--- src/rtl/fight_round_ctrl_pkg.sv ---
// Shared types and constants for the round sequencer and its per-player stats block.
// Pure declarations; no timing or flow-control behaviour.
package fight_pkg;

  typedef enum logic [2:0] {
    IDLE       = 3'd0,
    INTRO      = 3'd1,
    FIGHT      = 3'd2,
    KO         = 3'd3,
    TIMEOUT    = 3'd4,
    MATCH_OVER = 3'd5
  } phase_t;

  localparam int KEY_SPESH  = 7;
  localparam int KEY_KICK   = 8;
  localparam int KEY_PUNCH  = 9;
  localparam int KEY_RIGHT  = 10;
  localparam int KEY_CROUCH = 11;
  localparam int KEY_LEFT   = 12;
  localparam int KEY_JUMP   = 13;

  localparam int HP_W    = 8;
  localparam int KS_W    = 10;
  localparam int KEY_W   = 14;
  localparam int TIMER_W = 7;
  localparam int WINS_W  = 2;

  // Health never wraps: any damage at or above the current value leaves zero.
  function automatic logic [HP_W-1:0] sat_sub(input logic [HP_W-1:0] a,
                                              input logic [HP_W:0]   b);
    if ({1'b0, a} > b) return a - b[HP_W-1:0];
    else               return '0;
  endfunction

endpackage

--- src/rtl/fight_round_ctrl_if.sv ---
// Game-side signal bundle between keyboard/fighters/HUD and the round sequencer.
// master = stimulus side (keyboard, fighters, position logic); slave = sequencer.
interface fight_round_ctrl_if;
  import fight_pkg::*;

  logic               start;
  logic [KEY_W-1:0]   key_p1;
  logic [KEY_W-1:0]   key_p2;
  logic               hit_p1;
  logic               hit_p2;
  logic               in_range;
  logic               proj_hit_p1;
  logic               proj_hit_p2;
  logic               gen_p1;
  logic               gen_p2;

  logic [KEY_W-1:0]   key_out_p1;
  logic [KEY_W-1:0]   key_out_p2;
  logic [KS_W-1:0]    ks_p1;
  logic [KS_W-1:0]    ks_p2;
  logic [HP_W-1:0]    hp_p1;
  logic [HP_W-1:0]    hp_p2;
  logic               isdead_p1;
  logic               isdead_p2;
  logic [TIMER_W-1:0] timer;
  logic [WINS_W-1:0]  wins_p1;
  logic [WINS_W-1:0]  wins_p2;
  phase_t             phase;
  logic [1:0]         winner;

  modport master (
    output start, key_p1, key_p2, hit_p1, hit_p2, in_range,
           proj_hit_p1, proj_hit_p2, gen_p1, gen_p2,
    input  key_out_p1, key_out_p2, ks_p1, ks_p2, hp_p1, hp_p2,
           isdead_p1, isdead_p2, timer, wins_p1, wins_p2, phase, winner
  );

  modport slave (
    input  start, key_p1, key_p2, hit_p1, hit_p2, in_range,
           proj_hit_p1, proj_hit_p2, gen_p1, gen_p2,
    output key_out_p1, key_out_p2, ks_p1, ks_p2, hp_p1, hp_p2,
           isdead_p1, isdead_p2, timer, wins_p1, wins_p2, phase, winner
  );

endinterface

--- src/rtl/fight_round_ctrl_stats.sv ---
// One player's health and special meter: saturating damage, gain and clear, reload on round start.
// Updates one Clk after the tick is seen; hp_nxt is the same-tick preview; no backpressure.
module fighter_stats
  import fight_pkg::*;
#(
  parameter int HP_MAX    = 100,
  parameter int MELEE_DMG = 8,
  parameter int PROJ_DMG  = 30,
  parameter int KS_MAX    = 200,
  parameter int KS_GAIN   = 20
) (
  input  logic            Clk,
  input  logic            Reset,
  input  logic            tick,
  input  logic            load,
  input  logic            fight,
  input  logic            melee_taken,
  input  logic            proj_taken,
  input  logic            melee_landed,
  input  logic            gen,
  output logic [HP_W-1:0] hp,
  output logic [HP_W-1:0] hp_nxt,
  output logic [KS_W-1:0] ks
);

  localparam logic [HP_W-1:0] HP_INIT = HP_W'(HP_MAX);
  localparam logic [HP_W:0]   MELEE_V = (HP_W+1)'(MELEE_DMG);
  localparam logic [HP_W:0]   PROJ_V  = (HP_W+1)'(PROJ_DMG);
  localparam logic [KS_W:0]   GAIN_V  = (KS_W+1)'(KS_GAIN);
  localparam logic [KS_W:0]   KS_TOP  = (KS_W+1)'(KS_MAX);

  logic [HP_W:0]   dmg;
  logic [KS_W:0]   ks_sum;
  logic [KS_W-1:0] ks_nxt;

  always_comb begin
    dmg = '0;
    if (melee_taken) dmg = dmg + MELEE_V;
    if (proj_taken)  dmg = dmg + PROJ_V;
    hp_nxt = sat_sub(hp, dmg);

    ks_sum = {1'b0, ks} + GAIN_V;
    ks_nxt = ks;
    // Spending the meter takes precedence over a gain landing on the same tick.
    if (gen)
      ks_nxt = '0;
    else if (melee_landed)
      ks_nxt = (ks_sum >= KS_TOP) ? KS_TOP[KS_W-1:0] : ks_sum[KS_W-1:0];
  end

  always_ff @(posedge Clk or posedge Reset) begin
    if (Reset) begin
      hp <= HP_INIT;
      ks <= '0;
    end else if (tick) begin
      if (load) begin
        hp <= HP_INIT;
        ks <= '0;
      end else if (fight) begin
        hp <= hp_nxt;
        ks <= ks_nxt;
      end
    end
  end

endmodule

--- src/rtl/fight_round_ctrl.sv ---
// Match/round sequencer: phases, round clock, wins, KO flags and key gating for two fighters.
// State moves one Clk after each frame tick; key gating is combinational; no backpressure.
module fight_round_ctrl
  import fight_pkg::*;
#(
  parameter int HP_MAX         = 100,
  parameter int MELEE_DMG      = 8,
  parameter int PROJ_DMG       = 30,
  parameter int KS_MAX         = 200,
  parameter int KS_GAIN        = 20,
  parameter int ROUND_SECS     = 99,
  parameter int FRAMES_PER_SEC = 60,
  parameter int INTRO_FRAMES   = 120,
  parameter int KO_FRAMES      = 180,
  parameter int WINS_NEEDED    = 2
) (
  input  logic              Clk,
  input  logic              Reset,
  input  logic              frame_clk,
  fight_round_ctrl_if.slave bus
);

  localparam int CNT_MAX = (INTRO_FRAMES > KO_FRAMES) ? INTRO_FRAMES : KO_FRAMES;
  localparam int CNT_W   = $clog2(CNT_MAX);
  localparam int SUB_W   = $clog2(FRAMES_PER_SEC);

  localparam logic [CNT_W-1:0]   INTRO_LAST = CNT_W'(INTRO_FRAMES - 1);
  localparam logic [CNT_W-1:0]   KO_LAST    = CNT_W'(KO_FRAMES - 1);
  localparam logic [SUB_W-1:0]   SUB_LAST   = SUB_W'(FRAMES_PER_SEC - 1);
  localparam logic [WINS_W-1:0]  WINS_TGT   = WINS_W'(WINS_NEEDED);
  localparam logic [TIMER_W-1:0] TIMER_INIT = TIMER_W'(ROUND_SECS);

  logic               frame_q1, frame_q2;
  phase_t             phase_r;
  logic [CNT_W-1:0]   frame_cnt;
  logic [SUB_W-1:0]   sub_cnt;
  logic [TIMER_W-1:0] timer_r;
  logic [WINS_W-1:0]  wins_p1_r, wins_p2_r;
  logic               isdead_p1_r, isdead_p2_r;
  logic [1:0]         winner_r;

  logic               tick, in_fight, melee_p1, melee_p2;
  logic               round_done, go_intro, load;
  logic [HP_W-1:0]    hp_p1, hp_p2, hp_p1_nxt, hp_p2_nxt;
  logic [KS_W-1:0]    ks_p1, ks_p2;
  logic [SUB_W-1:0]   sub_nxt;
  logic [TIMER_W-1:0] timer_nxt;

  assign tick       = frame_q1 & ~frame_q2;
  assign in_fight   = (phase_r == FIGHT);
  assign melee_p1   = bus.hit_p1 & bus.in_range;
  assign melee_p2   = bus.hit_p2 & bus.in_range;
  assign round_done = (frame_cnt == KO_LAST);
  assign load       = tick & go_intro;

  // Every path into INTRO funnels through go_intro so the stats reload on the entry tick.
  always_comb begin
    go_intro = 1'b0;
    case (phase_r)
      IDLE, MATCH_OVER: go_intro = bus.start;
      KO, TIMEOUT:      go_intro = round_done && (wins_p1_r != WINS_TGT) && (wins_p2_r != WINS_TGT);
      default:          go_intro = 1'b0;
    endcase
  end

  always_comb begin
    sub_nxt   = sub_cnt + SUB_W'(1);
    timer_nxt = timer_r;
    if (sub_cnt == SUB_LAST) begin
      sub_nxt = '0;
      if (timer_r != '0) timer_nxt = timer_r - TIMER_W'(1);
    end
  end

  always_ff @(posedge Clk or posedge Reset) begin
    if (Reset) begin
      frame_q1 <= 1'b0;
      frame_q2 <= 1'b0;
    end else begin
      frame_q1 <= frame_clk;
      frame_q2 <= frame_q1;
    end
  end

  always_ff @(posedge Clk or posedge Reset) begin
    if (Reset) begin
      phase_r     <= IDLE;
      frame_cnt   <= '0;
      sub_cnt     <= '0;
      timer_r     <= TIMER_INIT;
      wins_p1_r   <= '0;
      wins_p2_r   <= '0;
      isdead_p1_r <= 1'b0;
      isdead_p2_r <= 1'b0;
      winner_r    <= 2'd0;
    end else if (tick) begin
      if (go_intro) begin
        phase_r     <= INTRO;
        frame_cnt   <= '0;
        sub_cnt     <= '0;
        timer_r     <= TIMER_INIT;
        isdead_p1_r <= 1'b0;
        isdead_p2_r <= 1'b0;
        if (phase_r == MATCH_OVER) begin
          wins_p1_r <= '0;
          wins_p2_r <= '0;
          winner_r  <= 2'd0;
        end
      end else begin
        case (phase_r)
          INTRO: begin
            if (frame_cnt == INTRO_LAST) begin
              phase_r   <= FIGHT;
              frame_cnt <= '0;
              sub_cnt   <= '0;
            end else begin
              frame_cnt <= frame_cnt + CNT_W'(1);
            end
          end
          FIGHT: begin
            sub_cnt <= sub_nxt;
            timer_r <= timer_nxt;
            // Round end is judged on the values this tick produces, KO ahead of timeout.
            if (hp_p1_nxt == '0 || hp_p2_nxt == '0) begin
              phase_r     <= KO;
              frame_cnt   <= '0;
              isdead_p1_r <= (hp_p1_nxt == '0);
              isdead_p2_r <= (hp_p2_nxt == '0);
              if (hp_p1_nxt != '0 && wins_p1_r != WINS_TGT) wins_p1_r <= wins_p1_r + WINS_W'(1);
              if (hp_p2_nxt != '0 && wins_p2_r != WINS_TGT) wins_p2_r <= wins_p2_r + WINS_W'(1);
            end else if (timer_nxt == '0) begin
              phase_r   <= TIMEOUT;
              frame_cnt <= '0;
              if (hp_p1_nxt > hp_p2_nxt && wins_p1_r != WINS_TGT) wins_p1_r <= wins_p1_r + WINS_W'(1);
              if (hp_p2_nxt > hp_p1_nxt && wins_p2_r != WINS_TGT) wins_p2_r <= wins_p2_r + WINS_W'(1);
            end
          end
          KO, TIMEOUT: begin
            if (!round_done) begin
              frame_cnt <= frame_cnt + CNT_W'(1);
            end else begin
              // Reaching here means go_intro was false, so someone has hit the target.
              phase_r  <= MATCH_OVER;
              winner_r <= (wins_p1_r == WINS_TGT) ? 2'd1 : 2'd2;
            end
          end
          IDLE, MATCH_OVER: ;
          default: phase_r <= IDLE;
        endcase
      end
    end
  end

  fighter_stats #(
    .HP_MAX(HP_MAX), .MELEE_DMG(MELEE_DMG), .PROJ_DMG(PROJ_DMG),
    .KS_MAX(KS_MAX), .KS_GAIN(KS_GAIN)
  ) u_stats_p1 (
    .Clk          (Clk),
    .Reset        (Reset),
    .tick         (tick),
    .load         (load),
    .fight        (in_fight),
    .melee_taken  (melee_p2),
    .proj_taken   (bus.proj_hit_p2),
    .melee_landed (melee_p1),
    .gen          (bus.gen_p1),
    .hp           (hp_p1),
    .hp_nxt       (hp_p1_nxt),
    .ks           (ks_p1)
  );

  fighter_stats #(
    .HP_MAX(HP_MAX), .MELEE_DMG(MELEE_DMG), .PROJ_DMG(PROJ_DMG),
    .KS_MAX(KS_MAX), .KS_GAIN(KS_GAIN)
  ) u_stats_p2 (
    .Clk          (Clk),
    .Reset        (Reset),
    .tick         (tick),
    .load         (load),
    .fight        (in_fight),
    .melee_taken  (melee_p1),
    .proj_taken   (bus.proj_hit_p1),
    .melee_landed (melee_p2),
    .gen          (bus.gen_p2),
    .hp           (hp_p2),
    .hp_nxt       (hp_p2_nxt),
    .ks           (ks_p2)
  );

  assign bus.key_out_p1 = in_fight ? bus.key_p1 : '0;
  assign bus.key_out_p2 = in_fight ? bus.key_p2 : '0;
  assign bus.hp_p1      = hp_p1;
  assign bus.hp_p2      = hp_p2;
  assign bus.ks_p1      = ks_p1;
  assign bus.ks_p2      = ks_p2;
  assign bus.isdead_p1  = isdead_p1_r;
  assign bus.isdead_p2  = isdead_p2_r;
  assign bus.timer      = timer_r;
  assign bus.wins_p1    = wins_p1_r;
  assign bus.wins_p2    = wins_p2_r;
  assign bus.phase      = phase_r;
  assign bus.winner     = winner_r;

endmodule

--- src/flat_wrapper.sv ---
// flat-port wrapper written by rule: the top's interface ports become plain ports
module fight_round_ctrl_flat import fight_pkg::*;
#(
  parameter int HP_MAX         = 100,
  parameter int MELEE_DMG      = 8,
  parameter int PROJ_DMG       = 30,
  parameter int KS_MAX         = 200,
  parameter int KS_GAIN        = 20,
  parameter int ROUND_SECS     = 99,
  parameter int FRAMES_PER_SEC = 60,
  parameter int INTRO_FRAMES   = 120,
  parameter int KO_FRAMES      = 180,
  parameter int WINS_NEEDED    = 2
)
  (Clk, Reset, frame_clk, bus_start, bus_key_p1, bus_key_p2, bus_hit_p1, bus_hit_p2, bus_in_range, bus_proj_hit_p1, bus_proj_hit_p2, bus_gen_p1, bus_gen_p2, bus_key_out_p1, bus_key_out_p2, bus_ks_p1, bus_ks_p2, bus_hp_p1, bus_hp_p2, bus_isdead_p1, bus_isdead_p2, bus_timer, bus_wins_p1, bus_wins_p2, bus_phase, bus_winner);
  fight_round_ctrl_if bus_i ();
  input  logic Clk;
  input  logic Reset;
  input  logic frame_clk;
  input wire logic [$bits(bus_i.start)-1:0] bus_start;
  input wire logic [$bits(bus_i.key_p1)-1:0] bus_key_p1;
  input wire logic [$bits(bus_i.key_p2)-1:0] bus_key_p2;
  input wire logic [$bits(bus_i.hit_p1)-1:0] bus_hit_p1;
  input wire logic [$bits(bus_i.hit_p2)-1:0] bus_hit_p2;
  input wire logic [$bits(bus_i.in_range)-1:0] bus_in_range;
  input wire logic [$bits(bus_i.proj_hit_p1)-1:0] bus_proj_hit_p1;
  input wire logic [$bits(bus_i.proj_hit_p2)-1:0] bus_proj_hit_p2;
  input wire logic [$bits(bus_i.gen_p1)-1:0] bus_gen_p1;
  input wire logic [$bits(bus_i.gen_p2)-1:0] bus_gen_p2;
  output wire logic [$bits(bus_i.key_out_p1)-1:0] bus_key_out_p1;
  output wire logic [$bits(bus_i.key_out_p2)-1:0] bus_key_out_p2;
  output wire logic [$bits(bus_i.ks_p1)-1:0] bus_ks_p1;
  output wire logic [$bits(bus_i.ks_p2)-1:0] bus_ks_p2;
  output wire logic [$bits(bus_i.hp_p1)-1:0] bus_hp_p1;
  output wire logic [$bits(bus_i.hp_p2)-1:0] bus_hp_p2;
  output wire logic [$bits(bus_i.isdead_p1)-1:0] bus_isdead_p1;
  output wire logic [$bits(bus_i.isdead_p2)-1:0] bus_isdead_p2;
  output wire logic [$bits(bus_i.timer)-1:0] bus_timer;
  output wire logic [$bits(bus_i.wins_p1)-1:0] bus_wins_p1;
  output wire logic [$bits(bus_i.wins_p2)-1:0] bus_wins_p2;
  output wire logic [$bits(bus_i.phase)-1:0] bus_phase;
  output wire logic [$bits(bus_i.winner)-1:0] bus_winner;
  assign bus_i.start = bus_start;
  assign bus_i.key_p1 = bus_key_p1;
  assign bus_i.key_p2 = bus_key_p2;
  assign bus_i.hit_p1 = bus_hit_p1;
  assign bus_i.hit_p2 = bus_hit_p2;
  assign bus_i.in_range = bus_in_range;
  assign bus_i.proj_hit_p1 = bus_proj_hit_p1;
  assign bus_i.proj_hit_p2 = bus_proj_hit_p2;
  assign bus_i.gen_p1 = bus_gen_p1;
  assign bus_i.gen_p2 = bus_gen_p2;
  assign bus_key_out_p1 = bus_i.key_out_p1;
  assign bus_key_out_p2 = bus_i.key_out_p2;
  assign bus_ks_p1 = bus_i.ks_p1;
  assign bus_ks_p2 = bus_i.ks_p2;
  assign bus_hp_p1 = bus_i.hp_p1;
  assign bus_hp_p2 = bus_i.hp_p2;
  assign bus_isdead_p1 = bus_i.isdead_p1;
  assign bus_isdead_p2 = bus_i.isdead_p2;
  assign bus_timer = bus_i.timer;
  assign bus_wins_p1 = bus_i.wins_p1;
  assign bus_wins_p2 = bus_i.wins_p2;
  assign bus_phase = bus_i.phase;
  assign bus_winner = bus_i.winner;
  fight_round_ctrl #(.HP_MAX(HP_MAX), .MELEE_DMG(MELEE_DMG), .PROJ_DMG(PROJ_DMG), .KS_MAX(KS_MAX), .KS_GAIN(KS_GAIN), .ROUND_SECS(ROUND_SECS), .FRAMES_PER_SEC(FRAMES_PER_SEC), .INTRO_FRAMES(INTRO_FRAMES), .KO_FRAMES(KO_FRAMES), .WINS_NEEDED(WINS_NEEDED)) u_core (.Clk(Clk), .Reset(Reset), .frame_clk(frame_clk), .bus(bus_i));
endmodule
--- config.mk ---
export PLATFORM = sky130hd
export DESIGN_NAME = fight_round_ctrl_flat
export DESIGN_NICKNAME = d
export VERILOG_FILES = /design/src/rtl/fight_round_ctrl_pkg.sv /design/src/rtl/fight_round_ctrl_if.sv /design/src/rtl/fight_round_ctrl_stats.sv /design/src/rtl/fight_round_ctrl.sv /design/src/flat_wrapper.sv
export SDC_FILE = /design/constraint.sdc
export NUM_CORES = 1
export LEC_CHECK = 0
export CORE_MARGIN = 4
export CORE_UTILIZATION = 45
export CTS_CLUSTER_DIAMETER = 150
export CTS_CLUSTER_SIZE = 25
export DETAILED_ROUTE_END_ITERATION = 8
export HOLD_SLACK_MARGIN = 0.1
export MAX_ROUTING_LAYER = met4
export PLACE_DENSITY_LB_ADDON = 0.15
export SETUP_SLACK_MARGIN = 0.1
export SLEW_MARGIN = 20
export SYNTH_ARGS = -nofsm -noshare
export SYNTH_HDL_FRONTEND = slang
export SYNTH_SLANG_ARGS = --single-unit
export TNS_END_PERCENT = 20
--- constraint.sdc ---
create_clock -name Clk -period 8.85 [get_ports Clk]
set_input_delay 1.77 -clock Clk [delete_from_list [all_inputs] [get_ports Clk]]
set_output_delay 1.77 -clock Clk [all_outputs]
set_load 0.1 [all_outputs]
Word level (Yosys, flattened, before mapping) --
Cells that the tools add are included.
Word-level totals: bits in registers 70, logic and storage cells 161
Operators by class: add/subtract/negate cells 11, magnitude comparators 6, eq/ne operators 19, mux-type cells 66, bitwise logic cells 5, reductions and logical operators 39
Operator list (count):
- 10-bit two-way mux | 10
- 8-bit two-way mux | 11
- 2-bit two-way mux | 17
- 14-bit two-way mux | 2
- 7-bit two-way mux | 4
- 8-bit one-hot mux with 3 select lines | 1
- 10-bit by 5-bit adder with 11-bit output, second input constant | 2
- 11-bit by 8-bit greater-or-equal comparator with 1-bit output, second input constant | 2
- 8-bit by 9-bit > comparator with 1-bit output | 2
- 6-bit two-way mux | 3
- 9-bit two-way mux | 2
- 3-bit nonzero test | 6
- 8-bit > comparator | 2
- 8-bit logical NOT | 2
- 8-bit nonzero test | 2
- 8-bit subtractor | 2
- 3-bit two-way mux | 5
- 4-bit by 5-bit adder with 6-bit output, second input constant | 2
- 3-bit one-hot mux with 4 select lines | 1
- 6-bit one-hot mux with 2 select lines | 1
- 3-bit AND reduction | 4
- 6-bit AND reduction | 2
- 2-bit nonzero test | 5
- 8-bit by 1-bit adder with 8-bit output, second input constant | 1
- other kinds (31) | 55

Logic depth before layout (Yosys ltp) --
Gate-level depths: netlist (run 1).
word-level depth 13, mapped depth 19, mapped depth without buffers 18

By module --
Synthesis (run 1) repeated with hierarchy kept, for this count alone.
Second synthesis, totals: cell total of the unflattened synthesis 605, area, all modules 5157.4 um^2
Modules (own cells, without submodules):
- fight_round_ctrl | instances 1, cells an instance 332, area an instance 2727.6 um^2, seq. area each 855.8 um^2
- fighter_stats at u_core.u_stats_p2 | instances 1, cells an instance 138, area an instance 1227.4 um^2, seq. area each 404.1 um^2
- fighter_stats at u_core.u_stats_p1 | instances 1, cells an instance 135, area an instance 1202.4 um^2, seq. area each 404.1 um^2

Worst setup path before layout (run 1) --
Ideal clock, no wire load.
path type input to register, start input port bus_hit_p1, end register u_core.wins_p1_r[0] (netlist: u_core.bus.wins_p1[0]), data arrival time 5.072 ns, data required time 8.722 ns, setup slack 3.650 ns, stages on the path 19, path buffers 1, cells stage by stage nand2_1 > inv_1 > ha_1 > inv_1 > ha_1 > nand4_1 > o211ai_1 > a21o_1 > clkbuf_1 > nand2b_1 > ha_1 > nor2b_1 > o211ai_1 > a21oi_1 > a211oi_1 > or3_1 > a21o_1 > a211oi_2 > mux2_1
On the way: cells in the longest elaborated chain, start to end 11, elaborated cells on any way between the ends 18, classes of those cells 2 x add/sub; 2 x order compare; 1 x eq/ne; 6 x mux; 1 x bitwise; 6 x reduce/logical
RTL lines:
- start, declared | line flat_wrapper.sv:23 | input wire logic [$bits(bus_i.hit_p1)-1:0] bus_hit_p1;
- 1-bit bitwise AND * | line fight_round_ctrl.sv:51 | assign melee_p1 = bus.hit_p1 & bus.in_range;
- 4-bit two-way mux * | line fight_round_ctrl_stats.sv:38 | if (melee_taken) dmg = dmg + MELEE_V;
- 4-bit by 5-bit adder with 6-bit output | line fight_round_ctrl_stats.sv:39 | if (proj_taken) dmg = dmg + PROJ_V;
- 9-bit two-way mux * | line fight_round_ctrl_stats.sv:39
- 8-bit subtractor or 8-bit by 9-bit > comparator with 1-bit output (tied branches) | line fight_round_ctrl_pkg.sv:31 | if ({1'b0, a} > b) return a - b[HP_W-1:0];
- 8-bit two-way mux * | line fight_round_ctrl_pkg.sv:31
- parallel branches: the longest is 5 deep, another holds 8-bit > comparator
- end signal, assigned | line fight_round_ctrl.sv:129 | if (hp_p1_nxt != '0 && wins_p1_r != WINS_TGT) wins_p1_r <= wins_p1_r + WINS_W'(1);
- end signal, assigned | line fight_round_ctrl.sv:134 | if (hp_p1_nxt > hp_p2_nxt && wins_p1_r != WINS_TGT) wins_p1_r <= wins_p1_r + WINS_W'(1);
- end, declared | line fight_round_ctrl.sv:38 | logic [WINS_W-1:0] wins_p1_r, wins_p2_r;
Mark *: on every way between the ends. The select of a mux whose other input is x is not followed. A chain may end at the register's enable or synchronous reset.

Final worst setup path (run 1) --
start input port bus_in_range, end register u_core.wins_p1_r[0] (netlist: u_core.bus.wins_p1[0])
On the way: cells in the longest elaborated chain, start to end 11, elaborated cells on any way between the ends 28, classes of those cells 4 x add/sub; 3 x order compare; 1 x eq/ne; 9 x mux; 2 x bitwise; 9 x reduce/logical
RTL lines:
- start, declared | line flat_wrapper.sv:25 | input wire logic [$bits(bus_i.in_range)-1:0] bus_in_range;
- parallel branches: the longest is 11 deep, another holds 8-bit subtractor
Several ways; the timed one is not identified. The select of a mux whose other input is x is not followed.

==> qor.yml, run 1 <==
yosys:
  syn_area_per_cell_um2: 8.30
  synthMuxAreaShare_pct: 1.30
  synth_top_family_by_area: "simple AND/OR/NAND/NOR gates"
  synth-xor-area-share_pct: 2.28
  synthAdderAreaFrac_pct: 9.30
  ys_types: 73
  synth-compound-area-share_pct: 22.8
  synth-edff-count: 0
  yosysSeqAreaShare_pct: 33.3
  synth_simple_gate_area_share_pct: 25.9
  synth_flop_cell: "dfrtp_1"
  ys_seq_elements: 66
  syn_inst: 603
  synth-async-reset-ratio_pct: 100
  synthesis.area_um2: 5000
  yosysWarnings: 0
floorplan:
  row_count: 38
  dieWidth_um: 113
  pin_count: 121
  core_area_um2: 10800
  dieHeight_um: 113
  die_area_um2: 12900
  start_util_pct: 46.2
clocking:
  clock-root-buffer: "clkbuf_8"
  cts_resized: 0
  clkSinkCount: 66
  clk_pin_slew_ps: 70
  h-tree-depth: 3
  cts_buffers: 9
  cts_tree: "yes"
  cts_setup_buffers: 0
  clock_path_buffers: 2
  postCtsHoldBufs: 0
  clk_latency_ps: 370
finish:
  multiInputGateArea_um2: 3100
  mostFrequentLayoutCell: "clkdlybuf4s50_1"
  stdcell_count: 854
  final.fill_count: 1022
  seqCellArea_um2: 1660
  nets: 785
  drive_above_1_share_pct: 6.16
  final_cell_mix: "clkdlybuf4s50_1, nor2_1, nand2_1, dfrtp_1, o21ai_1"
  area.growth.synth_to_final_pct: 29.0
  diodes: 0
  fin_area_um2: 6450
sta:
  hold_viol_final: 0
  finalSetupViolCount: 0
  tightestPinTransition_ps: 1020
  fmaxAchievable_ghz: 0.177
  post-route-period-util_pct: 63.8
  setup-tns-final_ps: 0
  slew_violations: 0
  maxSlewHeadroom_pct: 31.9
  finClkSkew_ps: 11.3
  rsz0062_at_grt: "false"
  period_needed_ps: 5650
place:
  portBuffers: 116
  gp_congestion: 0.938
  dp.cells: 839
  hpwl_um: 10500
  place_area_um2: 6250
route:
  vias: 4884
  vias_per_cell: 5.72
  final_antenna_net_count: 0
  drcViolationCount: 0
  first_pass_iters: 5
  drtIter0Drc: 396
  wl_per_cell_um: 16.5
  wl_um: 14100
power_and_ir_drop:
  p_switching_uw: 240
  power_frac_seq_pct: 42.9
  power_leakage_uw: 0.00289
  power.density_nw_per_um2: 120
  swShare_pct: 31.0
  share_comb_of_total_power_pct: 22.0
  ir_drop_mv: 0.111
  p_clk_share_pct: 35.1
  internal-power_uw: 534
worst_setup_path:
  cp_max_fo: 12
  start_kind: "input port"
  end_kind: "flip-flop"
  criticalPathCategory: "in -> reg"
  crit_required_ps: 9100
  critPathArrivalTime_ps: 5900
global_routing:
  grt_max_degree: 67
  track_usage_pct: 22.7
  grt_remaining_overflow: 0
  grt_pass1_vias: 4655
  grt_pass1_wl_um: 23100
  antenna_found_initial: 0
outcome:
  status: "finished, final reports clean"
worst_hold_path:
  hold_path_class: "reg -> reg"
flow_run:
  cap_violations: 0
## through the flow
step           setup WS (ps)  power [uW]  utilization [%]  hold WS (ps)
3_5_place_dp            2880         506             57.7           392
2_1_floorplan           3650         457                -           368
5_1_grt                 2940         813             59.5           434
6_report                3200         774             59.5           401
4_1_cts                 3270         783             59.5           408
3_3_place_gp            3030         501             57.6           381
## power by group through the flow
stage,sequential (uW),combinational (uW),clock [uW]
after floorplan,359,98.3,0
after global placement,336,165,0
after detailed placement,337,169,0
after CTS,332,170,282
after global routing,335,185,293
final,332,170,272
## per-layer routing
layer | share of wire (%) | track usage, % | vias up
met1 | 46 | 29.9 | 2378
met4 | 1.3 | 6.65 | 0
li1 | - | - | 2366
met3 | 4.2 | 4.24 | 18
met5 | 0 | - | -
met2 | 49 | 35.8 | 122
## cell usage after synthesis, types with 2 or more instances
library cell  instances  area share (%)
a211oi_1              5            0.75
a21o_1               12             1.8
a21oi_1              32             3.2
a221o_1               2            0.40
a22o_1                7             1.2
a311oi_1              2            0.35
a31oi_1               6            0.75
and2_1               13             1.6
and3_1               37             4.6
buf_2                 5            0.50
buf_4                 5            0.75
clkbuf_1             14             1.1
dfrtp_1              56              28
dfstp_2              10             5.3
fa_1                  2            0.80
ha_1                 34             8.5
inv_1                37             2.8
mux2_1                4            0.90
mux2i_1               2            0.40
nand2_1              56             4.2
nand2b_1             10             1.3
nand3_1              21             2.1
nand3b_1              2            0.30
nand4_1               7            0.88
nor2_1               59             4.4
nor2b_1              11             1.4
nor3_1               10             1.0
nor3b_1               2            0.30
nor4_1                2            0.25
o211ai_1              4            0.60
o21a_1                7             1.1
o21ai_0              13             1.3
o21ai_1              42             4.2
o221a_2               2            0.45
o22a_1                3            0.53
o22ai_1               2            0.25
o2bb2ai_1             2            0.35
o31ai_1               6            0.90
o32ai_1               2            0.35
o41ai_1               2            0.35
or2_1                 3            0.38
or2_2                 3            0.38
or3_1                 6            0.75
xnor2_1               8             1.4
xor2_1                5            0.88
## path summary, 6_finish.rpt
check / startpoint / endpoint / slack [ps] / depth (start not counted)
min in group asynchronous: Reset / u_core.u_stats_p1.ks[8] / 1980 / 3
worst min register to register: u_core.frame_q1 / u_core.frame_q2 / 400 / 0
worst max register to register: u_core.bus.phase[1] / u_core.u_stats_p2.ks[5] / 4830 / 8
max in group asynchronous: Reset / u_core.frame_cnt[0] / 6300 / 3
worst min-delay path: u_core.frame_q1 / u_core.frame_q2 / 400 / 0
worst max-delay path: bus_in_range / u_core.bus.wins_p1[0] / 3200 / 19
## area by class of cell
class	instances	share of cell area [%]
Clock buffer	13	2.62
Clock inverter	2	0.543
Inverter	37	2.15
Multi-Input combinational cell	478	48.0
Sequential cell	66	25.8
Tap cell	140	2.71
Timing Repair Buffer	118	18.2
## kinds of logic after synthesis
family / count (synthesis)
AOI/OAI and AO/OA: 167
xor gates and xnor gates: 13
adders and majority gates: 36
buffers and inverters: 62
DFF: 66
muxes: 6
other: 1
and+or+nand+nor: 252
## worst max-delay path, stage by stage
cell and delay, ps:
clkdlybuf4s50_1 470, nand2_1 140, inv_1 120, ha_1 150, inv_1 40, ha_1 370
inv_1 110, o211ai_1 330, a21o_1 380, nand2b_1 100, ha_1 300, nor2b_1 120
o211ai_1 100, a21oi_1 140, a211oi_1 80, or3_1 350, a21o_1 190, a211oi_2 290
mux2_1 350
## sequential cells by signal, summed over array words and instances, names as in the netlist
register              flops
u_core.frame_cnt          8
u_core.u_stats_p1.hp      8
u_core.u_stats_p1.ks      8
u_core.u_stats_p2.hp      8
u_core.u_stats_p2.ks      8
u_core.bus.timer          7
u_core.sub_cnt            6
u_core.bus.phase          3
u_core.bus.winner         2
u_core.bus.wins_p1        2
u_core.bus.wins_p2        2
u_core.bus.isdead_p1      1
u_core.bus.isdead_p2      1
u_core.frame_q1           1
u_core.frame_q2           1
(Power assumes the default switching activity.)
==> inputs of run 2 (changes only) <==
==> constraint.sdc (replaced) <==
create_clock -name Clk -period 4.8 [get_ports Clk]
set_input_delay 0.96 -clock Clk [delete_from_list [all_inputs] [get_ports Clk]]
set_output_delay 0.96 -clock Clk [all_outputs]
set_load 0.1 [all_outputs]
==> qor.yml, run 2 (same netlist as run 1, synthesis figures left out) <==
outcome:
  status: "finished, final reports clean"
route:
  vias_per_cell: 5.62  # -1.7%
  first_pass_iters: 5  # unchanged
  wl_per_cell_um: 16.5  # -0.28%
  drcViolationCount: 0  # unchanged
  wl_um: 14500  # +2.6%
  final_antenna_net_count: 0  # unchanged
  vias: 4943  # +1.2%
  drtIter0Drc: 298  # -25%
finish:
  final.fill_count: 984  # -3.7%
  fin_area_um2: 6640  # +2.9%
  final_cell_mix: "clkdlybuf4s50_1, nor2_1, dfrtp_1"
  mostFrequentLayoutCell: "clkdlybuf4s50_1"
  final_core_utilization_pct: 61.3  # +1.7 points
  drive_above_1_share_pct: 14.3  # +8.2 points
  area.growth.synth_to_final_pct: 32.7
  seqCellArea_um2: 1660  # unchanged
  nets: 809  # +3.1%
  multiInputGateArea_um2: 3140  # +1.3%
  diodes: 0  # unchanged
place:
  portBuffers: 116  # unchanged
  hpwl_um: 10900  # +4.1%
  gp_congestion: 0.938  # about the same
  place_area_um2: 6360  # +1.7%
clocking:
  clkSinkCount: 66  # unchanged
  h-tree-depth: 3  # unchanged
  cts_buffers: 9  # unchanged
  cts_tree: "yes"
  clock-root-buffer: "clkbuf_8"
  clk_latency_ps: 360  # about the same
  clock_path_buffers: 2  # unchanged
  clk_pin_slew_ps: 80  # about the same
worst_hold_path:
  hold_path_class: "reg -> reg"
sta:
  tightestPinTransition_ps: 1010  # -8.79 ps
  fmaxAchievable_ghz: 0.221
  slew_violations: 0  # unchanged
  period_needed_ps: 4530
  hold_viol_final: 0  # unchanged
  maxSlewHeadroom_pct: 32.5  # +0.59 points
  finalSetupViolCount: 0  # unchanged
  post-route-period-util_pct: 94.3
  rsz0062_at_grt: "false"
  finClkSkew_ps: 12.6  # +1.32 ps
floorplan:
  dieWidth_um: 113  # unchanged
  core_area_um2: 10800  # unchanged
  dieHeight_um: 113  # unchanged
  start_util_pct: 46.2  # unchanged
  pin_count: 121  # unchanged
  row_count: 38  # unchanged
  die_area_um2: 12900  # unchanged
global_routing:
  antenna_found_initial: 0  # unchanged
  grt_pass1_wl_um: 24000  # +3.7%
  grt_max_degree: 53  # -21%
  grt_remaining_overflow: 0  # unchanged
  grt_pass1_vias: 4872  # +4.7%
  track_usage_pct: 23.5  # +0.83 points
worst_setup_path:
  cp_max_fo: 9  # -3
  start_kind: "input port"
  critPathArrivalTime_ps: 4780  # -1120 ps
  crit_required_ps: 5060  # -4040 ps
  end_kind: "flip-flop"
  criticalPathCategory: "in -> reg"
power_and_ir_drop:
  power.density_nw_per_um2: 228  # +91%
  power_leakage_uw: 0.00307  # +6.3%
  ir_drop_mv: 0.253  # +130%
  p_total_uw: 1520  # +96%
flow_run:
  cap_violations: 0  # unchanged
run 2: cell types whose count changed in the layout (fill, tap and decap cells not counted), moves of 2 or more:
cell,change
ha_1,-3
clkdlybuf4s50_1,-28
a21oi_1,-2
a21oi_2,+2
buf_4,+52
ha_4,+2
run 2: final cells by class:
| type | instances | area share (%) |
|---|---|---|
| clock buffer | 12 | 2.49 |
| clock inverter | 4 | 1.09 |
| inverter | 37 | 2.11 |
| multi-input combinational | 478 | 47.2 |
| sequential | 66 | 25.1 |
| tap | 140 | 2.64 |
| timing repair buffer | 142 | 19.4 |
run 2: report_power, final:
part | leakage, uW | switching [uW] | internal, uW
clock network | 0.000119 | 232 | 334
logic | 0.00212 | 197 | 142
registers | 0.000832 | 29.1 | 582
total | 0.00307 | 458 | 1060
run 2: final timing paths:
| kind | cells past startpoint | from | end | slack (ps) |
|---|---|---|---|---|
| min in group asynchronous | 2 | Reset | u_core.u_stats_p1.ks[9] | 1090 |
| setup / recovery | 19 | bus_in_range | u_core.bus.wins_p1[0] | 270 |
| hold / removal | 0 | u_core.frame_q1 | u_core.frame_q2 | 410 |
| hold reg to reg | 0 | u_core.frame_q1 | u_core.frame_q2 | 410 |
| max in group asynchronous | 3 | Reset | u_core.u_stats_p2.hp[2] | 2880 |
| setup reg to reg | 16 | u_core.u_stats_p1.hp[1] | u_core.bus.wins_p1[0] | 1090 |
run 2: layer usage:
layer / GRT usage [%] / wire [um] / up-vias
li1: - / - / 2423
met1: 30.8 / 6680 / 2373
met2: 37.4 / 6970 / 124
met3: 3.66 / 585 / 23
met4: 8.01 / 250 / 0
met5: - / 0 / -
run 2: timing repair:
| action | CTS | global route |
|---|---|---|
| hold endpoints to repair | 0 | 0 |
| hold buffers | 0 | 0 |
| buffers inserted | 0 | 0 |
| gates resized for setup | 0 | 10 |
| setup endpoints to repair | 0 | 4 |
run 2: metrics by stage:
| stage | hold WS, ps | instances | setup WS, ps | TNS [ps] |
|---|---|---|---|---|
| after floorplan | 368 | 606 | 410 | 0 |
| after global placement | 375 | 863 | -36.1 | -71.9 |
| after detailed placement | 388 | 863 | -185 | -489 |
| after CTS | 406 | 879 | 201 | 0 |
| after global routing | 424 | 879 | 81.3 | 0 |
| final | 407 | 879 | 271 | 0 |
run 2: critical path: stages:
cell and delay, ps:
clkdlybuf4s50_1 510, nand2_2 100, inv_1 90, ha_1 150, inv_1 50, ha_1 330, inv_1 80, o211ai_1 280
a21o_2 260, nand2b_1 80, ha_1 280, nor2b_1 130, o211ai_1 110, a21oi_2 150, a211oi_1 80, or3_1 360
a21o_1 190, a211oi_2 230, mux2_2 360
